## config.mk

```make
export PLATFORM = sky130hd
export DESIGN_NAME = fir_host_ctrl
export DESIGN_NICKNAME = d
export VERILOG_FILES = /design/src/rtl/fir_host_ctrl.sv
export SDC_FILE = /design/constraint.sdc
export NUM_CORES = 1
export LEC_CHECK = 0
export BUFFER_PORTS_ARGS = -buffer_cell sky130_fd_sc_hd__buf_2
export CAP_MARGIN = 20
export CORE_MARGIN = 8
export CORE_UTILIZATION = 29
export DETAILED_ROUTE_END_ITERATION = 7
export PLACE_DENSITY_LB_ADDON = 0.08
export SLEW_MARGIN = 15
export SYNTH_ARGS = -nofsm -noshare
export SYNTH_HDL_FRONTEND = slang
export SYNTH_SLANG_ARGS = --single-unit
```

## constraint.sdc

```tcl
create_clock -name axis_clk -period 2.7 [get_ports axis_clk]
set_input_delay 0.405 -clock axis_clk [delete_from_list [all_inputs] [get_ports axis_clk]]
set_output_delay 0.405 -clock axis_clk [all_outputs]
set_load 0.02 [all_outputs]
```

## src/rtl/fir_host_ctrl.sv

```systemverilog
// Host-side sequencer for the FIR engine: programs taps, length and ap_start over AXI-lite,
// streams samples in and results out over AXI-stream, then polls ap_state for ap_done.
module fir_host_ctrl #(
  parameter int pADDR_WIDTH = 12,
  parameter int pDATA_WIDTH = 32,
  parameter int Tape_Num    = 11,
  parameter int POLL_MAX    = 1024
) (
  input  logic                   axis_clk,
  input  logic                   axis_rst_n,
  input  logic                   start,
  input  logic [9:0]             len,
  output logic [3:0]             coef_idx,
  input  logic [pDATA_WIDTH-1:0] coef_data,
  input  logic                   src_valid,
  input  logic [pDATA_WIDTH-1:0] src_data,
  output logic                   src_ready,
  output logic                   res_valid,
  output logic [pDATA_WIDTH-1:0] res_data,
  output logic                   busy,
  output logic                   done,
  output logic                   err,
  output logic                   awvalid,
  output logic [pADDR_WIDTH-1:0] awaddr,
  output logic                   wvalid,
  output logic [pDATA_WIDTH-1:0] wdata,
  input  logic                   awready,
  input  logic                   wready,
  output logic                   arvalid,
  output logic [pADDR_WIDTH-1:0] araddr,
  output logic                   rready,
  input  logic                   arready,
  input  logic                   rvalid,
  input  logic [pDATA_WIDTH-1:0] rdata,
  output logic                   ss_tvalid,
  output logic [pDATA_WIDTH-1:0] ss_tdata,
  output logic                   ss_tlast,
  input  logic                   ss_tready,
  input  logic                   sm_tvalid,
  input  logic [pDATA_WIDTH-1:0] sm_tdata,
  input  logic                   sm_tlast,
  output logic                   sm_tready
);
  // state      | meaning
  // S_IDLE     | waiting for start
  // S_WR_TAP   | writing coefficient k to 0x20 + 4k
  // S_WR_LEN   | writing data length to 0x10
  // S_WR_START | writing ap_start to 0x00
  // S_STREAM   | pushing samples to ss_*, collecting results from sm_*
  // S_POLL     | reading ap_state until ap_done or timeout
  typedef enum logic [2:0] {S_IDLE, S_WR_TAP, S_WR_LEN, S_WR_START, S_STREAM, S_POLL} state_t;

  localparam int PCW = $clog2(POLL_MAX + 1);
  localparam logic [pADDR_WIDTH-1:0] A_CTRL = pADDR_WIDTH'('h00);
  localparam logic [pADDR_WIDTH-1:0] A_LEN  = pADDR_WIDTH'('h10);
  localparam logic [pADDR_WIDTH-1:0] A_TAP  = pADDR_WIDTH'('h20);
  localparam logic [3:0]             K_LAST = 4'(Tape_Num - 1);

  state_t                 state_q, state_d;
  logic [9:0]             len_q, len_d, in_cnt_q, in_cnt_d, out_cnt_q, out_cnt_d;
  logic [3:0]             k_q, k_d;
  logic [PCW-1:0]         poll_cnt_q, poll_cnt_d;
  logic                   busy_q, busy_d, done_q, done_d, err_q, err_d;
  logic                   res_valid_q, res_valid_d;
  logic [pDATA_WIDTH-1:0] res_data_q, res_data_d;
  logic                   awvalid_q, awvalid_d, wvalid_q, wvalid_d;
  logic                   aw_seen_q, aw_seen_d, w_seen_q, w_seen_d;
  logic [pADDR_WIDTH-1:0] awaddr_q, awaddr_d;
  logic [pDATA_WIDTH-1:0] wdata_q, wdata_d;
  logic                   arvalid_q, arvalid_d, rready_q, rready_d;

  logic                   aw_ok, w_ok, txn_done, tap_adv, in_stream, sm_hs;
  logic                   issue;
  logic [pADDR_WIDTH-1:0] iss_addr;
  logic [pDATA_WIDTH-1:0] iss_data;
  logic                   unused_rdata;

  // A write completes once both channels have handshaked, in either order.
  assign aw_ok    = aw_seen_q | (awvalid_q & awready);
  assign w_ok     = w_seen_q | (wvalid_q & wready);
  assign txn_done = aw_ok & w_ok;
  // Point coef_idx at the next tap on the completing edge so its wdata can issue back-to-back.
  assign tap_adv  = (state_q == S_WR_TAP) && txn_done && (k_q != K_LAST);
  assign coef_idx = tap_adv ? k_q + 4'd1 : ((state_q == S_WR_TAP) ? k_q : 4'd0);

  assign in_stream = (state_q == S_STREAM);
  assign ss_tvalid = in_stream & src_valid & (in_cnt_q < len_q);
  assign ss_tdata  = in_stream ? src_data : '0;
  assign ss_tlast  = in_stream & (in_cnt_q < len_q) & (in_cnt_q == len_q - 10'd1);
  assign src_ready = ss_tvalid & ss_tready;
  assign sm_tready = in_stream & (out_cnt_q < len_q);
  assign sm_hs     = sm_tvalid & sm_tready;

  assign unused_rdata = ^{rdata[pDATA_WIDTH-1:2], rdata[0]};

  always_comb begin
    state_d     = state_q;
    len_d       = len_q;
    k_d         = coef_idx;
    in_cnt_d    = in_cnt_q;
    out_cnt_d   = out_cnt_q;
    poll_cnt_d  = poll_cnt_q;
    busy_d      = busy_q;
    done_d      = 1'b0;
    err_d       = 1'b0;
    res_valid_d = 1'b0;
    res_data_d  = res_data_q;
    awvalid_d   = awvalid_q & ~awready;
    wvalid_d    = wvalid_q & ~wready;
    aw_seen_d   = aw_ok & ~txn_done;
    w_seen_d    = w_ok & ~txn_done;
    awaddr_d    = awaddr_q;
    wdata_d     = wdata_q;
    arvalid_d   = arvalid_q & ~arready;
    rready_d    = rready_q & ~rvalid;
    issue       = 1'b0;
    iss_addr    = awaddr_q;
    iss_data    = wdata_q;

    case (state_q)
      S_IDLE: begin
        if (start) begin
          if (len == 10'd0) begin
            err_d = 1'b1;
          end else begin
            len_d      = len;
            busy_d     = 1'b1;
            in_cnt_d   = '0;
            out_cnt_d  = '0;
            poll_cnt_d = '0;
            state_d    = S_WR_TAP;
            issue      = 1'b1;
            iss_addr   = A_TAP;
            iss_data   = coef_data;
          end
        end
      end
      S_WR_TAP: begin
        if (txn_done) begin
          issue = 1'b1;
          if (k_q == K_LAST) begin
            state_d  = S_WR_LEN;
            iss_addr = A_LEN;
            iss_data = pDATA_WIDTH'(len_q);
          end else begin
            iss_addr = A_TAP + pADDR_WIDTH'({coef_idx, 2'b00});
            iss_data = coef_data;
          end
        end
      end
      S_WR_LEN: begin
        if (txn_done) begin
          state_d  = S_WR_START;
          issue    = 1'b1;
          iss_addr = A_CTRL;
          iss_data = pDATA_WIDTH'(1);
        end
      end
      S_WR_START: begin
        if (txn_done) state_d = S_STREAM;
      end
      S_STREAM: begin
        if (src_ready) in_cnt_d = in_cnt_q + 10'd1;
        if (sm_hs) begin
          res_valid_d = 1'b1;
          res_data_d  = sm_tdata;
          out_cnt_d   = out_cnt_q + 10'd1;
          if (sm_tlast != (out_cnt_q == len_q - 10'd1)) err_d = 1'b1;
        end
        if (in_cnt_q == len_q && out_cnt_q == len_q) begin
          state_d   = S_POLL;
          arvalid_d = 1'b1;
          rready_d  = 1'b1;
        end
      end
      S_POLL: begin
        if (rvalid && rready_q) begin
          poll_cnt_d = poll_cnt_q + PCW'(1);
          if (rdata[1]) begin
            done_d  = 1'b1;
            busy_d  = 1'b0;
            state_d = S_IDLE;
          end else if (poll_cnt_q == PCW'(POLL_MAX - 1)) begin
            err_d   = 1'b1;
            busy_d  = 1'b0;
            state_d = S_IDLE;
          end else begin
            arvalid_d = 1'b1;
            rready_d  = 1'b1;
          end
        end
      end
      default: state_d = S_IDLE;
    endcase

    if (issue) begin
      awvalid_d = 1'b1;
      wvalid_d  = 1'b1;
      aw_seen_d = 1'b0;
      w_seen_d  = 1'b0;
      awaddr_d  = iss_addr;
      wdata_d   = iss_data;
    end
  end

  always_ff @(posedge axis_clk) begin
    if (!axis_rst_n) begin
      state_q     <= S_IDLE;
      len_q       <= '0;
      k_q         <= '0;
      in_cnt_q    <= '0;
      out_cnt_q   <= '0;
      poll_cnt_q  <= '0;
      busy_q      <= 1'b0;
      done_q      <= 1'b0;
      err_q       <= 1'b0;
      res_valid_q <= 1'b0;
      res_data_q  <= '0;
      awvalid_q   <= 1'b0;
      wvalid_q    <= 1'b0;
      aw_seen_q   <= 1'b0;
      w_seen_q    <= 1'b0;
      awaddr_q    <= '0;
      wdata_q     <= '0;
      arvalid_q   <= 1'b0;
      rready_q    <= 1'b0;
    end else begin
      state_q     <= state_d;
      len_q       <= len_d;
      k_q         <= k_d;
      in_cnt_q    <= in_cnt_d;
      out_cnt_q   <= out_cnt_d;
      poll_cnt_q  <= poll_cnt_d;
      busy_q      <= busy_d;
      done_q      <= done_d;
      err_q       <= err_d;
      res_valid_q <= res_valid_d;
      res_data_q  <= res_data_d;
      awvalid_q   <= awvalid_d;
      wvalid_q    <= wvalid_d;
      aw_seen_q   <= aw_seen_d;
      w_seen_q    <= w_seen_d;
      awaddr_q    <= awaddr_d;
      wdata_q     <= wdata_d;
      arvalid_q   <= arvalid_d;
      rready_q    <= rready_d;
    end
  end

  assign busy      = busy_q;
  assign done      = done_q;
  assign err       = err_q;
  assign res_valid = res_valid_q;
  assign res_data  = res_data_q;
  assign awvalid   = awvalid_q;
  assign awaddr    = awaddr_q;
  assign wvalid    = wvalid_q;
  assign wdata     = wdata_q;
  assign arvalid   = arvalid_q;
  assign araddr    = A_CTRL;
  assign rready    = rready_q;

endmodule
```

==> flow_summary.json <==
{
  "grt_pass1_vias": 6317,
  "clk_pin_slew_worst_paths_ns": 0.06,
  "cpPeakStageDelay_ns": 0.54,
  "core_area_um2": 22500,
  "multi_input_area_um2": 3765,
  "seq_area_frac_synth": 0.3838,
  "syn_to_final_growth_pct": 37.27,
  "cts_sinks": 127,
  "min_period_ns": 2.849,
  "max_freq_mhz": 351.0,
  "end_kind": "output pin",
  "die_w_um": 167.1,
  "grt_antenna_before_repair": 0,
  "synth.yosys.warnings": 0,
  "mostFrequentLayoutCell": "buf_2",
  "cts_made_buffers": 17,
  "synth_edf_count": 0,
  "synth_area_leaders": "dfxtp_1 38%, mux2i_1 5.1%, nor2_1 4.9%, ha_1 4.9%, xnor2_1 3.4%",
  "row_count": 55,
  "crit_slowest_cell": "or4_4",
  "place.gp.congestion": 0.7877,
  "powerDensity_nw_per_um2": 906.2,
  "drc_errors": 0,
  "grt_overflow": 0,
  "ys_types": 69,
  "place_hpwl_um": 17050,
  "rsz0062_at_grt": "yes",
  "nets": 1209,
  "peakVddDrop_v": 0.0004775,
  "r2r_cells": 11,
  "start_kind": "flop",
  "grt_pass1_wl_um": 34580,
  "holdBufCountCts": 0,
  "ys_seq_elements": 127,
  "r2r_slack_ns": 0.19,
  "cts-root-buf": "clkbuf_16",
  "dr_total_vias": 6261,
  "setup_slack_ns": -0.1488,
  "drive_gt1_frac": 0.3582,
  "drt_first_iter_violations": 245,
  "htree_levels": 4,
  "cellLeakagePower_nw": 4.180,
  "slew_headroom": 0.6595,
  "clock_path_buffers": 2,
  "syn_inst": 756,
  "ios": 285,
  "cp.required_ns": 2.30,
  "violations": "setup timing",
  "synth_flop_cell": "dfxtp_1",
  "dp_slack_ns": 0.1317,
  "worst_pin_slew_ns": 0.5107,
  "worst_hold_path_type": "input pin to flop",
  "timing.final.crit_share": 1.055,
  "crit_type": "flop to output pin",
  "cap_violations": 0,
  "path_cells": "or4_4 -> nand3b_1 -> xnor2_2 -> xnor2_1 -> nand4_1 -> nor4_4 -> buf_4",
  "antenna_cells": 0,
  "clock_latency_ns": 0.42,
  "grtUsageTotal": 0.1535,
  "critPathMaxFanout": 3,
  "synthArstFlopShare": 0,
  "min_path_cells": 2,
  "cp.arrival_ns": 2.44,
  "portBuffers": 234,
  "firstDrtPassIters": 4,
  "status": "finished with violations",
  "synth_area_leader_cell": "dfxtp_1",
  "die_h_um": 167.1,
  "syn_area_per_cell_um2": 8.762,
  "finalHoldViolations": 0,
  "wl_per_cell_um": 16.35,
  "wl_um": 21780,
  "maxSlewViolCount": 0,
  "utilization": 0.4041,
  "viasPerCell": 4.700,
  "die_area_um2": 27930,
  "syn_area_um2": 6624,
  "clock_skew_ns": 0.01353,
  "yosys.area.top_type_share": 0.3838,
  "cts_tree": "yes",
  "finalSetupViolCount": 1,
  "ant_nets": 0,
  "seqCellArea_um2": 2547,
  "fillers": 2339,
  "grt_start_max_net_pins": 41,
  "start_util": 0.2944,
  "layout_common_cells": "232 x buf_2, 123 x dfxtp_1, 87 x nor2_1, 69 x buf_4, 54 x nand2_1"
}
report_power, final:
group          internal, W  switching, W
combinational      0.00154       0.00213
clock              0.00131      0.000925
sequential         0.00217      0.000167
total              0.00502       0.00322
cells in the mapped netlist (all sizes together) (3+ instances only):
cell type and instances:
ha 26, a211oi 3, and4 3, nand2 54, a21oi 38, a31oi 5
or3b 3, nor2b 4, o211ai 5, or3 6, clkbuf 27, dfxtp 127
a211o 3, mux2i 34, a2111o 5, o21a 3, and2 36, a22o 22
a21o 5, a221oi 10, buf 36, nor4 5, nand4 16, nand3b 3
nor2 87, o2111ai 7, xor2 14, inv 27, nor3 24, and3 6
nor3b 4, o21ai 11, nand3 19, nand2b 11, xnor2 26, nor4b 3
a31o 3
final cells by class:
| cell class | instances | share of cell area |
|---|---|---|
| Multi-Input combinational cell | 556 | 0.4141 |
| Sequential cell | 127 | 0.2802 |
| Timing Repair Buffer | 305 | 0.1925 |
| Clock buffer | 18 | 0.04830 |
| Tap cell | 285 | 0.03922 |
| Clock inverter | 14 | 0.01459 |
| Inverter | 27 | 0.01115 |
timing repair:
action	CTS	global route
resized for setup	14	7
setup buffers	3	5
endpoints found under the hold margin	0	0
pin swaps	5	7
endpoints found under the setup margin	4	5
layer usage:
layer  part of all wire  global-route usage  vias to the layer above
met5                  0                   0                        -
met4              0.013             0.04930                        0
met3              0.062             0.05032                       18
met2               0.46              0.2465                      145
met1               0.46              0.1918                     2904
li1                   -                   -                     3194
critical path, delay by kind of cell, from the launching register on:
kind	cells	cell delay (ns)
flops	1	0.32
buf+inv	1	0.18
simple gates	4	1.14
xor+xnor	2	0.36
state kept, by name, summed over array words and instances, names as in the netlist:
register	flops
arvalid	1
aw_seen_q	1
awaddr	5
awvalid	1
busy	1
done	1
err	1
in_cnt_q	10
k_q	4
len_q	10
out_cnt_q	10
poll_cnt_q	11
res_data	32
res_valid	1
rready	1
state_q	3
w_seen_q	1
wdata	32
wvalid	1
kinds of logic (layout without fill, tap and decap cells):
family | Yosys count | count (layout) | synth area share
simple gates | 295 | 295 | 0.2263
compound gates | 140 | 140 | 0.1589
flops | 127 | 127 | 0.3838
buf+inv | 91 | 364 | 0.07367
xor+xnor | 40 | 40 | 0.05289
mux | 36 | 36 | 0.05478
fa+ha+maj | 26 | 26 | 0.04911
other cells | 1 | 19 | 0.0005661
metrics by stage:
step	power [W]	cell area, um2	cells	hold slack (ns)	setup TNS, ns
finish	0.008240	9092	1332	0.1987	-0.1488
CTS	0.008273	9014	1327	0.1682	-0.1768
global route	0.008780	9092	1332	0.1803	-0.3760
floorplan	0.004679	6706	774	0.4540	0
global placement	0.005932	8366	1292	0.4395	0
detailed placement	0.005909	8366	1292	0.4419	0
path summary, 6_finish.rpt:
check | from | endpoint
setup / recovery | len_q[0] | ss_tlast
hold / removal | coef_data[24] | wdata[24]
setup reg to reg | len_q[9] | state_q[2]
hold reg to reg | awaddr[5] | awaddr[5]
(Power assumes the default switching activity.)
